[src/rtl/ram_arb_pkg.sv]
// Shared types and constants for the data-RAM port arbiter (CPU / VGA / COM).
package ram_arb_pkg;

    localparam int DEF_ADDR_W = 16;
    localparam int DEF_DATA_W = 32;
    localparam int STARVE_W   = 8;

    // Requester that owns the read word returning from the RAM next cycle.
    typedef enum logic [1:0] {
        OWN_NONE,
        OWN_CPU,
        OWN_VGA,
        OWN_COM
    } owner_t;

    // Last of the two round-robin requesters (VGA/COM) that was granted.
    typedef enum logic {
        RR_VGA,
        RR_COM
    } rr_t;

endpackage

[src/rtl/ram_port_arbiter_if.sv]
// Requester and RAM-side signal bundle of the data-RAM port arbiter.
interface ram_port_arbiter_if
    import ram_arb_pkg::*;
#(
    parameter int ADDR_W = DEF_ADDR_W,
    parameter int DATA_W = DEF_DATA_W
);
    logic              cpu_req;
    logic              cpu_we;
    logic [ADDR_W-1:0] cpu_addr;
    logic [DATA_W-1:0] cpu_wdata;
    logic              cpu_gnt;
    logic              cpu_rvalid;
    logic [DATA_W-1:0] cpu_rdata;

    logic              vga_req;
    logic [ADDR_W-1:0] vga_addr;
    logic              vga_gnt;
    logic              vga_rvalid;
    logic [DATA_W-1:0] vga_rdata;

    logic              com_req;
    logic [ADDR_W-1:0] com_addr;
    logic              com_gnt;
    logic              com_rvalid;
    logic [DATA_W-1:0] com_rdata;

    logic [ADDR_W-1:0] ram_addr;
    logic [DATA_W-1:0] ram_data;
    logic              ram_wren;
    logic [DATA_W-1:0] ram_q;

    // Requesters and the RAM model sit on the master side.
    modport master (
        output cpu_req, cpu_we, cpu_addr, cpu_wdata,
        input  cpu_gnt, cpu_rvalid, cpu_rdata,
        output vga_req, vga_addr,
        input  vga_gnt, vga_rvalid, vga_rdata,
        output com_req, com_addr,
        input  com_gnt, com_rvalid, com_rdata,
        input  ram_addr, ram_data, ram_wren,
        output ram_q
    );

    modport slave (
        input  cpu_req, cpu_we, cpu_addr, cpu_wdata,
        output cpu_gnt, cpu_rvalid, cpu_rdata,
        input  vga_req, vga_addr,
        output vga_gnt, vga_rvalid, vga_rdata,
        input  com_req, com_addr,
        output com_gnt, com_rvalid, com_rdata,
        output ram_addr, ram_data, ram_wren,
        input  ram_q
    );

endinterface

[src/rtl/ram_arb_starve_ctr.sv]
// Saturating count of consecutive VGA wait cycles; limit_hit forces VGA through.
module ram_arb_starve_ctr
    import ram_arb_pkg::*;
#(
    parameter int LIMIT = 15
) (
    input  logic clk,
    input  logic i_rst_n,
    input  logic i_wait,
    output logic o_limit_hit
);
    localparam logic [STARVE_W-1:0] LIMIT_C = STARVE_W'(LIMIT);

    logic [STARVE_W-1:0] r_count;

    // A grant or a dropped request both show up as i_wait=0 and restart the count.
    always_ff @(posedge clk) begin
        if (!i_rst_n) begin
            r_count <= '0;
        end else if (!i_wait) begin
            r_count <= '0;
        end else if (r_count != LIMIT_C) begin
            r_count <= r_count + STARVE_W'(1);
        end
    end

    assign o_limit_hit = (r_count == LIMIT_C);

endmodule

[src/rtl/ram_port_arbiter.sv]
// Single-port data-RAM arbiter: CPU priority, VGA/COM round-robin, 1-cycle read return.
// Define RAM_ARB_STARVE_GUARD_EN to add the VGA starvation override.
module ram_port_arbiter
    import ram_arb_pkg::*;
#(
    parameter int ADDR_W     = DEF_ADDR_W,
    parameter int DATA_W     = DEF_DATA_W,
    parameter int STARVE_MAX = 15
) (
    input  logic                clk,
    input  logic                reset,
    ram_port_arbiter_if.slave   bus
);
    if (STARVE_MAX < 1 || STARVE_MAX > 255) begin : g_bad_starve_max
        $error("STARVE_MAX must lie in 1..255");
    end

    owner_t            r_own_q;
    owner_t            w_own_d;
    rr_t               r_rr_last;
    rr_t               w_rr_d;
    logic [ADDR_W-1:0] r_ram_addr;
    logic [ADDR_W-1:0] w_ram_addr;
    logic [DATA_W-1:0] w_rdata;
    logic              w_cpu_gnt;
    logic              w_vga_gnt;
    logic              w_com_gnt;
    logic              w_starve_hit;

`ifdef RAM_ARB_STARVE_GUARD_EN
    ram_arb_starve_ctr #(.LIMIT(STARVE_MAX)) u_starve_ctr (
        .clk         (clk),
        .i_rst_n     (reset),
        .i_wait      (bus.vga_req & ~w_vga_gnt),
        .o_limit_hit (w_starve_hit)
    );
`else
    assign w_starve_hit = 1'b0;
`endif

    // NOTE: every output of this block gets a default first, so no path can infer a latch.
    always_comb begin
        w_cpu_gnt  = 1'b0;
        w_vga_gnt  = 1'b0;
        w_com_gnt  = 1'b0;
        w_own_d    = OWN_NONE;
        w_rr_d     = r_rr_last;
        w_ram_addr = r_ram_addr;
        if (reset) begin
            if (w_starve_hit && bus.vga_req) begin
                w_vga_gnt = 1'b1;
            end else if (bus.cpu_req) begin
                w_cpu_gnt = 1'b1;
            end else if (bus.vga_req && (!bus.com_req || r_rr_last == RR_COM)) begin
                w_vga_gnt = 1'b1;
            end else if (bus.com_req) begin
                w_com_gnt = 1'b1;
            end
        end
        if (w_cpu_gnt) begin
            w_ram_addr = bus.cpu_addr;
            w_own_d    = bus.cpu_we ? OWN_NONE : OWN_CPU;
        end else if (w_vga_gnt) begin
            w_ram_addr = bus.vga_addr;
            w_own_d    = OWN_VGA;
            w_rr_d     = RR_VGA;
        end else if (w_com_gnt) begin
            w_ram_addr = bus.com_addr;
            w_own_d    = OWN_COM;
            w_rr_d     = RR_COM;
        end
    end

    // NOTE: state registers use non-blocking assignments so all of them update together at the edge.
    always_ff @(posedge clk) begin
        if (!reset) begin
            r_own_q    <= OWN_NONE;
            r_rr_last  <= RR_COM;
            r_ram_addr <= '0;
        end else begin
            r_own_q    <= w_own_d;
            r_rr_last  <= w_rr_d;
            r_ram_addr <= w_ram_addr;
        end
    end

    assign bus.cpu_gnt  = w_cpu_gnt;
    assign bus.vga_gnt  = w_vga_gnt;
    assign bus.com_gnt  = w_com_gnt;
    assign bus.ram_addr = w_ram_addr;
    assign bus.ram_data = bus.cpu_wdata;
    assign bus.ram_wren = w_cpu_gnt & bus.cpu_we;

    // Gating with reset drops a return whose cycle coincides with reset.
    assign w_rdata        = bus.ram_q;
    assign bus.cpu_rvalid = reset && (r_own_q == OWN_CPU);
    assign bus.vga_rvalid = reset && (r_own_q == OWN_VGA);
    assign bus.com_rvalid = reset && (r_own_q == OWN_COM);
    assign bus.cpu_rdata  = w_rdata;
    assign bus.vga_rdata  = w_rdata;
    assign bus.com_rdata  = w_rdata;

endmodule

[src/flat_wrapper.sv]
// flat-port wrapper written by rule: the top's interface ports become plain ports
module ram_port_arbiter_flat import ram_arb_pkg::*;
#(
    parameter int ADDR_W     = DEF_ADDR_W,
    parameter int DATA_W     = DEF_DATA_W,
    parameter int STARVE_MAX = 15
)
  (clk, reset, bus_cpu_req, bus_cpu_we, bus_cpu_addr, bus_cpu_wdata, bus_cpu_gnt, bus_cpu_rvalid, bus_cpu_rdata, bus_vga_req, bus_vga_addr, bus_vga_gnt, bus_vga_rvalid, bus_vga_rdata, bus_com_req, bus_com_addr, bus_com_gnt, bus_com_rvalid, bus_com_rdata, bus_ram_addr, bus_ram_data, bus_ram_wren, bus_ram_q);
  ram_port_arbiter_if #(.ADDR_W(ADDR_W), .DATA_W(DATA_W)) bus_i ();
  input  logic clk;
  input  logic reset;
  input wire logic [$bits(bus_i.cpu_req)-1:0] bus_cpu_req;
  input wire logic [$bits(bus_i.cpu_we)-1:0] bus_cpu_we;
  input wire logic [$bits(bus_i.cpu_addr)-1:0] bus_cpu_addr;
  input wire logic [$bits(bus_i.cpu_wdata)-1:0] bus_cpu_wdata;
  output wire logic [$bits(bus_i.cpu_gnt)-1:0] bus_cpu_gnt;
  output wire logic [$bits(bus_i.cpu_rvalid)-1:0] bus_cpu_rvalid;
  output wire logic [$bits(bus_i.cpu_rdata)-1:0] bus_cpu_rdata;
  input wire logic [$bits(bus_i.vga_req)-1:0] bus_vga_req;
  input wire logic [$bits(bus_i.vga_addr)-1:0] bus_vga_addr;
  output wire logic [$bits(bus_i.vga_gnt)-1:0] bus_vga_gnt;
  output wire logic [$bits(bus_i.vga_rvalid)-1:0] bus_vga_rvalid;
  output wire logic [$bits(bus_i.vga_rdata)-1:0] bus_vga_rdata;
  input wire logic [$bits(bus_i.com_req)-1:0] bus_com_req;
  input wire logic [$bits(bus_i.com_addr)-1:0] bus_com_addr;
  output wire logic [$bits(bus_i.com_gnt)-1:0] bus_com_gnt;
  output wire logic [$bits(bus_i.com_rvalid)-1:0] bus_com_rvalid;
  output wire logic [$bits(bus_i.com_rdata)-1:0] bus_com_rdata;
  output wire logic [$bits(bus_i.ram_addr)-1:0] bus_ram_addr;
  output wire logic [$bits(bus_i.ram_data)-1:0] bus_ram_data;
  output wire logic [$bits(bus_i.ram_wren)-1:0] bus_ram_wren;
  input wire logic [$bits(bus_i.ram_q)-1:0] bus_ram_q;
  assign bus_i.cpu_req = bus_cpu_req;
  assign bus_i.cpu_we = bus_cpu_we;
  assign bus_i.cpu_addr = bus_cpu_addr;
  assign bus_i.cpu_wdata = bus_cpu_wdata;
  assign bus_cpu_gnt = bus_i.cpu_gnt;
  assign bus_cpu_rvalid = bus_i.cpu_rvalid;
  assign bus_cpu_rdata = bus_i.cpu_rdata;
  assign bus_i.vga_req = bus_vga_req;
  assign bus_i.vga_addr = bus_vga_addr;
  assign bus_vga_gnt = bus_i.vga_gnt;
  assign bus_vga_rvalid = bus_i.vga_rvalid;
  assign bus_vga_rdata = bus_i.vga_rdata;
  assign bus_i.com_req = bus_com_req;
  assign bus_i.com_addr = bus_com_addr;
  assign bus_com_gnt = bus_i.com_gnt;
  assign bus_com_rvalid = bus_i.com_rvalid;
  assign bus_com_rdata = bus_i.com_rdata;
  assign bus_ram_addr = bus_i.ram_addr;
  assign bus_ram_data = bus_i.ram_data;
  assign bus_ram_wren = bus_i.ram_wren;
  assign bus_i.ram_q = bus_ram_q;
  ram_port_arbiter #(.ADDR_W(ADDR_W), .DATA_W(DATA_W), .STARVE_MAX(STARVE_MAX)) u_core (.clk(clk), .reset(reset), .bus(bus_i));
endmodule
[config.mk]
export PLATFORM = sky130hd
export DESIGN_NAME = ram_port_arbiter_flat
export DESIGN_NICKNAME = d
export VERILOG_FILES = /design/src/rtl/ram_arb_pkg.sv /design/src/rtl/ram_port_arbiter_if.sv /design/src/rtl/ram_arb_starve_ctr.sv /design/src/rtl/ram_port_arbiter.sv /design/src/flat_wrapper.sv
export SDC_FILE = /design/constraint.sdc
export NUM_CORES = 1
export LEC_CHECK = 0
export CAP_MARGIN = 20
export CORE_AREA = 2 2 104 106
export CTS_BUF_LIST = sky130_fd_sc_hd__clkbuf_8
export CTS_CLUSTER_DIAMETER = 50
export DETAILED_ROUTE_END_ITERATION = 8
export DIE_AREA = 0 0 106 108
export PLACE_DENSITY_LB_ADDON = 0.2
export SLEW_MARGIN = 20
export SYNTH_ARGS = -nofsm -noshare
export SYNTH_HDL_FRONTEND = slang
export SYNTH_SLANG_ARGS = --single-unit
[constraint.sdc]
create_clock -name clk -period 1.54 [get_ports clk]
set_clock_uncertainty 0.2 [all_clocks]
set_input_delay 0.308 -clock clk [delete_from_list [all_inputs] [get_ports clk]]
set_output_delay 0.308 -clock clk [all_outputs]
set_load 0.02 [all_outputs]
==> summary.md, run 1 <==
| Metric | Value |
|---|---|
| Status | finished with violations |
| Failing checks | setup timing |
| Peak supply drop | 293 uV |
| First-pass GRT wire length | 10,300 um |
| Tot GR Track Use | 11.7% |
| Worst-Skew Late Latency | 260 ps |
| WL/cell | 16.0 um |
| Worst-Margin Slew | 322 ps |
| Vias in the first global route | 1,911 |
| IO buf count | 76 |
| Layout cells sized above 1 | 48.1% |
| Nets | 404 |
| Syn nets | 409 |
| Unrepaired setup endpoints after global routing | yes |
| Final min period | 2050 ps |
| Seq/Total Area, Yosys | 17.5% |
| Final Setup Violations | 22 |
| Buf/Inv on CP | 2 |
| Setup TNS | -8260 ps |
| Clock slew at reported path FFs | 90 ps |
| GP Congestion | 0.734 |
| CTS Hold Bufs | 0 |
| Area of the die | 11,400 um2 |
| Die Wd | 106 um |
| Core Area | 10,200 um2 |
| Max-cap viol count | 0 |
| Mean Syn Cell Area | 7.46 um2 |
| Num CTS Buffers | 3 |
| CTS tree | done |
| Vias | 1,733 |
| Largest net degree at the start of global routing | 20 |
| Fin. max-slew vios | 0 |
| Final hold vios | 0 |
| Mapped Area | 2170 um2 |
| Gr ovfl total | 0 |
| Largest delay contributor family on the critical path | flip-flops |
| Synthesis Warnings | 0 |
| CP max stage cell | dfxtp_2 |
| Tightest Hold Check Type | in2reg |
| Synth unique cells | 24 |
| Worst Setup Start Kind | flop |
| Fmax | 487 MHz |
| # rows | 37 |
| Largest area contributor in the netlist | buf_4 |
| FILL cells | 1,114 |
| Tcrit/Tclk final | 133% |
| Met3 wire len | 598 um |
| Routed Wire Length | 6720 um |
| Power Density | 609 nW/um2 |
| Initial DRC Count | 32 |
| Syn Inst Count | 291 |
| # diodes | 0 |
| Die H | 108 um |
| Crit end category | output port |
| Final Instance Area | 2900 um2 |
| Initial antenna violation count | 0 |
| CP max stage delay | 350 ps |
| Clock Path Buffers | 2 |
| Static power due to leakage | 0.00116 uW |
| Met2 WL post-DR | 3220 um |
| DRC | 0 |
| Area growth syn-to-layout | 33.7% |
| H-tree Lvls | 1 |
| Synthesized flop and latch total | 19 |
| Slew headroom | 78.5% |
| Antenna-violating nets left | 0 |
| Root Driver | clkbuf_8 |
| Area contributors post-synth | buf_4 (45%), dfxtp_1 (18%), a21oi_1 (9.7%) |
| DP HPWL | 4730 um |
| Top-area cell type share of the netlist area | 45.0% |
| Placed cell area | 2470 um2 |
| Worst Slack Setup Final | -513 ps |
| Ports | 269 |
| Crit-path cells | nand2b_4 -> and3_4 -> buf_8 -> a22oi_2 -> a21oi_4 -> buf_6 |
| Crit-path max FO | 7 |
| Top layer in use | met4 |
| CTS Sinks | 19 |
| Worst Path Class, Setup | reg2out |
| DRT Pass-1 Iters | 4 |
| Via density | 4.12 |
| Data arrival time of the worst path | 1550 ps |
| Initial core utilization | 21.2% |
| CP required | 1030 ps |
| Post-Route M1 WL | 2690 um |
## synthesized netlist by cell type
library cell and instances:
a21boi_1 1, a21oi_1 42, a22oi_1 11, a22oi_2 5, a31oi_1 6, and3_1 2, and3_4 1, buf_2 2
buf_4 130, buf_6 3, clkbuf_1 3, clkbuf_2 2, dfxtp_1 19, inv_1 2, inv_2 2, nand2_1 4
nand2b_1 16, nand2b_2 1, nor2_1 18, nor2b_1 1, nor2b_4 1, o21ai_0 17, o21ai_1 1, o21ai_2 1
## layout make-up
| class | instances | area (um2) | share of cell area [%] |
|---|---|---|---|
| tap | 136 | 170 | 5.86 |
| multi-input combinational | 128 | 1010 | 34.8 |
| sequential | 19 | 382 | 13.2 |
| clock inverter | 1 | 3.75 | 0.129 |
| inverter | 4 | 20.0 | 0.690 |
| clock buffer | 3 | 41.3 | 1.42 |
| timing repair buffer | 130 | 1270 | 43.9 |
## power by group
part | internal, uW | switching (uW) | leakage [uW]
sequential | 532 | 19.9 | 0.000158
combinational | 474 | 373 | 0.000974
clock | 178 | 192 | 0.0000269
total | 1180 | 584 | 0.00116
## per-layer routing
layer / global-route usage (%) / vias to the layer above
met5: 0 / -
met4: 3.85 / 0
met3: 4.28 / 32
met2: 20.9 / 100
met1: 13.0 / 767
li1: - / 834
## registers in the layout, indices dropped and copies added, names as in the netlist
signal / flops
u_core.r_ram_addr: 16
u_core.r_rr_last: 1
u_core.r_own_q: 2
## stage by stage
step                worst slack [ps]  power (uW)  hold WS [ps]  util, %  instances
global placement               -1290        1290           319     24.1        393
global route                    -589        1870           307     28.4        421
detailed placement             -1260        1280           321     24.1        393
finish                          -513        1770           272     28.4        421
floorplan                       -214        1390           222        -        291
CTS                             -566        1780           303     27.8        418
## worst min-delay path: cells and delay by family
family	cells	cell delay [ps]
buf+inv	2	230
compound gates	2	160
## cells in the final DEF, fill, tap and decap left out, drive strengths merged, types with 2 or more instances in the layout
| cell | n |
|---|---|
| nor2b | 2 |
| nand2 | 4 |
| inv | 4 |
| buf | 78 |
| a22oi | 16 |
| o21ai | 19 |
| nor2 | 18 |
| clkdlybuf4s15 | 2 |
| clkbuf | 3 |
| clkdlybuf4s50 | 48 |
| and3 | 3 |
| dfxtp | 19 |
| a31oi | 6 |
| nand2b | 17 |
| a21oi | 42 |
## cells by family after synthesis
family	Yosys count	synth area share, %
buf+inv	144	48.6
compound gates	84	23.0
simple gates	44	10.8
flops	19	17.5
## timing repair
item,CTS,global route
pin swaps,18,3
resized for setup,176,6
setup endpoints to repair,41,24
setup buffers,21,3
cloned,2,0
## path summary, 6_finish.rpt
path	slack, ps	depth (start not counted)	to	startpoint
hold reg to reg	340	2	u_core.r_ram_addr[14]	u_core.r_ram_addr[14]
setup / recovery	-510	6	bus_ram_addr[10]	u_core.r_rr_last
hold / removal	270	4	u_core.r_ram_addr[15]	bus_cpu_req
setup reg to reg	-130	7	u_core.r_ram_addr[10]	u_core.r_rr_last
Note: power is estimated with default switching activity, not from simulation.
==> run 2, diff against run 1 <==
==> constraint.sdc (replaced) <==
create_clock -name clk -period 1.54 [get_ports clk]
set_clock_uncertainty 0.2 [all_clocks]
set_input_delay 0.462 -clock clk [delete_from_list [all_inputs] [get_ports clk]]
set_output_delay 0.462 -clock clk [all_outputs]
set_load 0.02 [all_outputs]
==> summary.md, run 2 (synthesis results as in run 1) <==
| Metric | Value |
|---|---|
| Clock Path Buffers | 2 (unchanged) |
| Register area | 384 um2 (+0.66%) |
| Nets | 401 (-0.74%) |
| First-pass GRT wire length | 10,700 um (+4.4%) |
| Via density | 4.18 (+1.6%) |
| IO buf count | 76 (unchanged) |
| Die Wd | 106 um (unchanged) |
| CP max stage cell | dfxtp_4 |
| CTS tree | done |
| Worst-Skew Late Latency | 260 ps (about the same) |
| Final hold vios | 0 (unchanged) |
| Slew headroom | 78.3% (-0.14 points) |
| Most frequent cells in the layout | clkdlybuf4s50_1 (46), buf_4 (36), buf_6 (23) |
| Initial antenna violation count | 0 (unchanged) |
| Num CTS Buffers | 3 (unchanged) |
| Antenna-violating nets left | 0 (unchanged) |
| Fin. max-slew vios | 0 (unchanged) |
| Routed Wire Length | 7160 um (+6.6%) |
| Worst Path Class, Setup | reg2out |
| Worst-Margin Slew | 325 ps (+2.12 ps) |
| CTS Sinks | 19 (unchanged) |
| DP HPWL | 5330 um (+13%) |
| Worst Setup Start Kind | flop |
| Hold WS | 344 ps (+71.7 ps) |
| Fmax | 449 MHz (-7.9%) |
| Initial DRC Count | 52 (+63%) |
| CP required | 880 ps (-150 ps) |
| Peak supply drop | 296 uV (+1.2%) |
| H-tree Lvls | 1 (unchanged) |
| Final Setup Violations | 25 (+14%) |
| Core Area | 10,200 um2 (unchanged) |
| Status | finished with violations |
| Crit-path cells | nand2b_4 -> and3_4 -> buf_12 -> a22oi_2 -> a21oi_2 -> buf_4 |
| Commonest non-fill, non-tap cell in the layout | clkdlybuf4s50_1 |
| Root Driver | clkbuf_8 |
| Area growth syn-to-layout | 44.8% |
| Post-layout util | 30.7% (+2.4 points) |
| Biggest register | u_core.r_ram_addr |
| Power Density | 586 nW/um2 (-3.8%) |
| Failing checks | setup timing |
| Max-cap viol count | 0 (unchanged) |
| Tightest Hold Check Type | reg2reg |
| Area of the die | 11,400 um2 (unchanged) |
| Ports | 269 (unchanged) |
| Static power due to leakage | 0.00125 uW (+7.7%) |
| Sw frac | 32.8% (-0.25 points) |
| Tcrit/Tclk final | 145% (+11 points) |
| DRT Pass-1 Iters | 4 (unchanged) |
| Largest net degree at the start of global routing | 17 (-15%) |
| Crit-path max FO | 6 (-1) |
| Vias | 1,748 (+0.87%) |
| Clk network pwr share | 19.5% (-1.4 points) |
| Clock slew at reported path FFs | 80 ps (about the same) |
| Gr ovfl total | 0 (unchanged) |
| Largest delay contributor family on the critical path | flip-flops |
| Reg power frac | 30.0% (-1.2 points) |
| Comb pwr share | 50.5% (+2.6 points) |
| Unrepaired setup endpoints after global routing | yes |
| Buf/Inv on CP | 2 (unchanged) |
| FILL cells | 1,059 (-4.9%) |
| NetSw | 604 uW (+3.5%) |
| Layout cells sized above 1 | 52.8% (+4.8 points) |
| Initial core utilization | 21.2% (unchanged) |
| Max reg flops | 16 (unchanged) |
| # diodes | 0 (unchanged) |
| Die H | 108 um (unchanged) |
| GP Congestion | 0.748 (+1.9%) |
| Data arrival time of the worst path | 1570 ps (+20 ps) |
| CTS Hold Bufs | 0 (unchanged) |
| Crit end category | output port |
| Design Power | 1840 uW (+4.2%) |
| Worst Slack Setup Final | -689 ps (-176 ps) |
| DRC | 0 (unchanged) |
| # rows | 37 (unchanged) |
| Tot GR Track Use | 12.3% (+0.54 points) |
| Largest regs | u_core.r_ram_addr: 16 flops, u_core.r_own_q: 2 flops, u_core.r_rr_last: 1 flops |
| CP max stage delay | 370 ps (+20 ps) |
| Vias in the first global route | 1,821 (-4.7%) |
| Design internal power | 1240 uW (+4.6%) |
| WL/cell | 17.1 um (+7.3%) |
| Multi-input gate area | 1130 um2 (+12%) |
| Final min period | 2230 ps (+176 ps) |
run 2: repair_timing:
action,4_1_cts,5_1_grt
pin swaps,16,10
endpoints found under the setup margin,41,25
cloned,3,0
buffers inserted,12,6
gates resized for setup,195,19
run 2: routing by layer:
metal | up-vias | global-route usage (%) | part of all wire [%]
li1 | 832 | - | -
met1 | 772 | 14.1 | 41
met2 | 122 | 20.4 | 47
met3 | 22 | 5.85 | 11
met4 | 0 | 3.48 | 1.5
met5 | - | 0 | 0
run 2: per-stage QoR:
step	instance area (um2)	TNS, ps	worst slack, ps	cells
2_1_floorplan	2460	-8680	-522	291
3_3_place_gp	2550	-46540	-1610	396
3_5_place_dp	2550	-46900	-1630	396
4_1_cts	3050	-12600	-697	414
5_1_grt	3140	-13510	-737	418
6_report	3140	-12240	-689	418
run 2: area by class of cell:
type                    instances  area share (%)
clock buffers                   3            1.31
clock inverters                 1           0.119
inverters                       4           0.637
multi-input cells             128            36.1
flip-flops and latches         19            12.2
well taps                     136            5.41
repair buffers                127            44.2
run 2: final timing paths:
check	slack, ps	end	startpoint	cells past startpoint
hold / removal	340	u_core.r_ram_addr[3]	u_core.r_ram_addr[3]	2
setup reg to reg	-20	u_core.r_ram_addr[7]	u_core.r_rr_last	6
setup / recovery	-690	bus_ram_addr[14]	u_core.r_rr_last	6
hold reg to reg	340	u_core.r_ram_addr[3]	u_core.r_ram_addr[3]	2
run 2: power by group through the flow:
| stage | Combinational [uW] | Sequential, uW | Clock [uW] |
|---|---|---|---|
| floorplan | 864 | 560 | 0 |
| global placement | 754 | 562 | 0 |
| detailed placement | 754 | 562 | 0 |
| CTS | 903 | 553 | 375 |
| global route | 991 | 557 | 390 |
| finish | 930 | 553 | 360 |
run 2: tightest hold or removal path: stages (launching register included):
cell and delay [ps]:
dfxtp_1 330, a22oi_2 70, a21oi_1 110
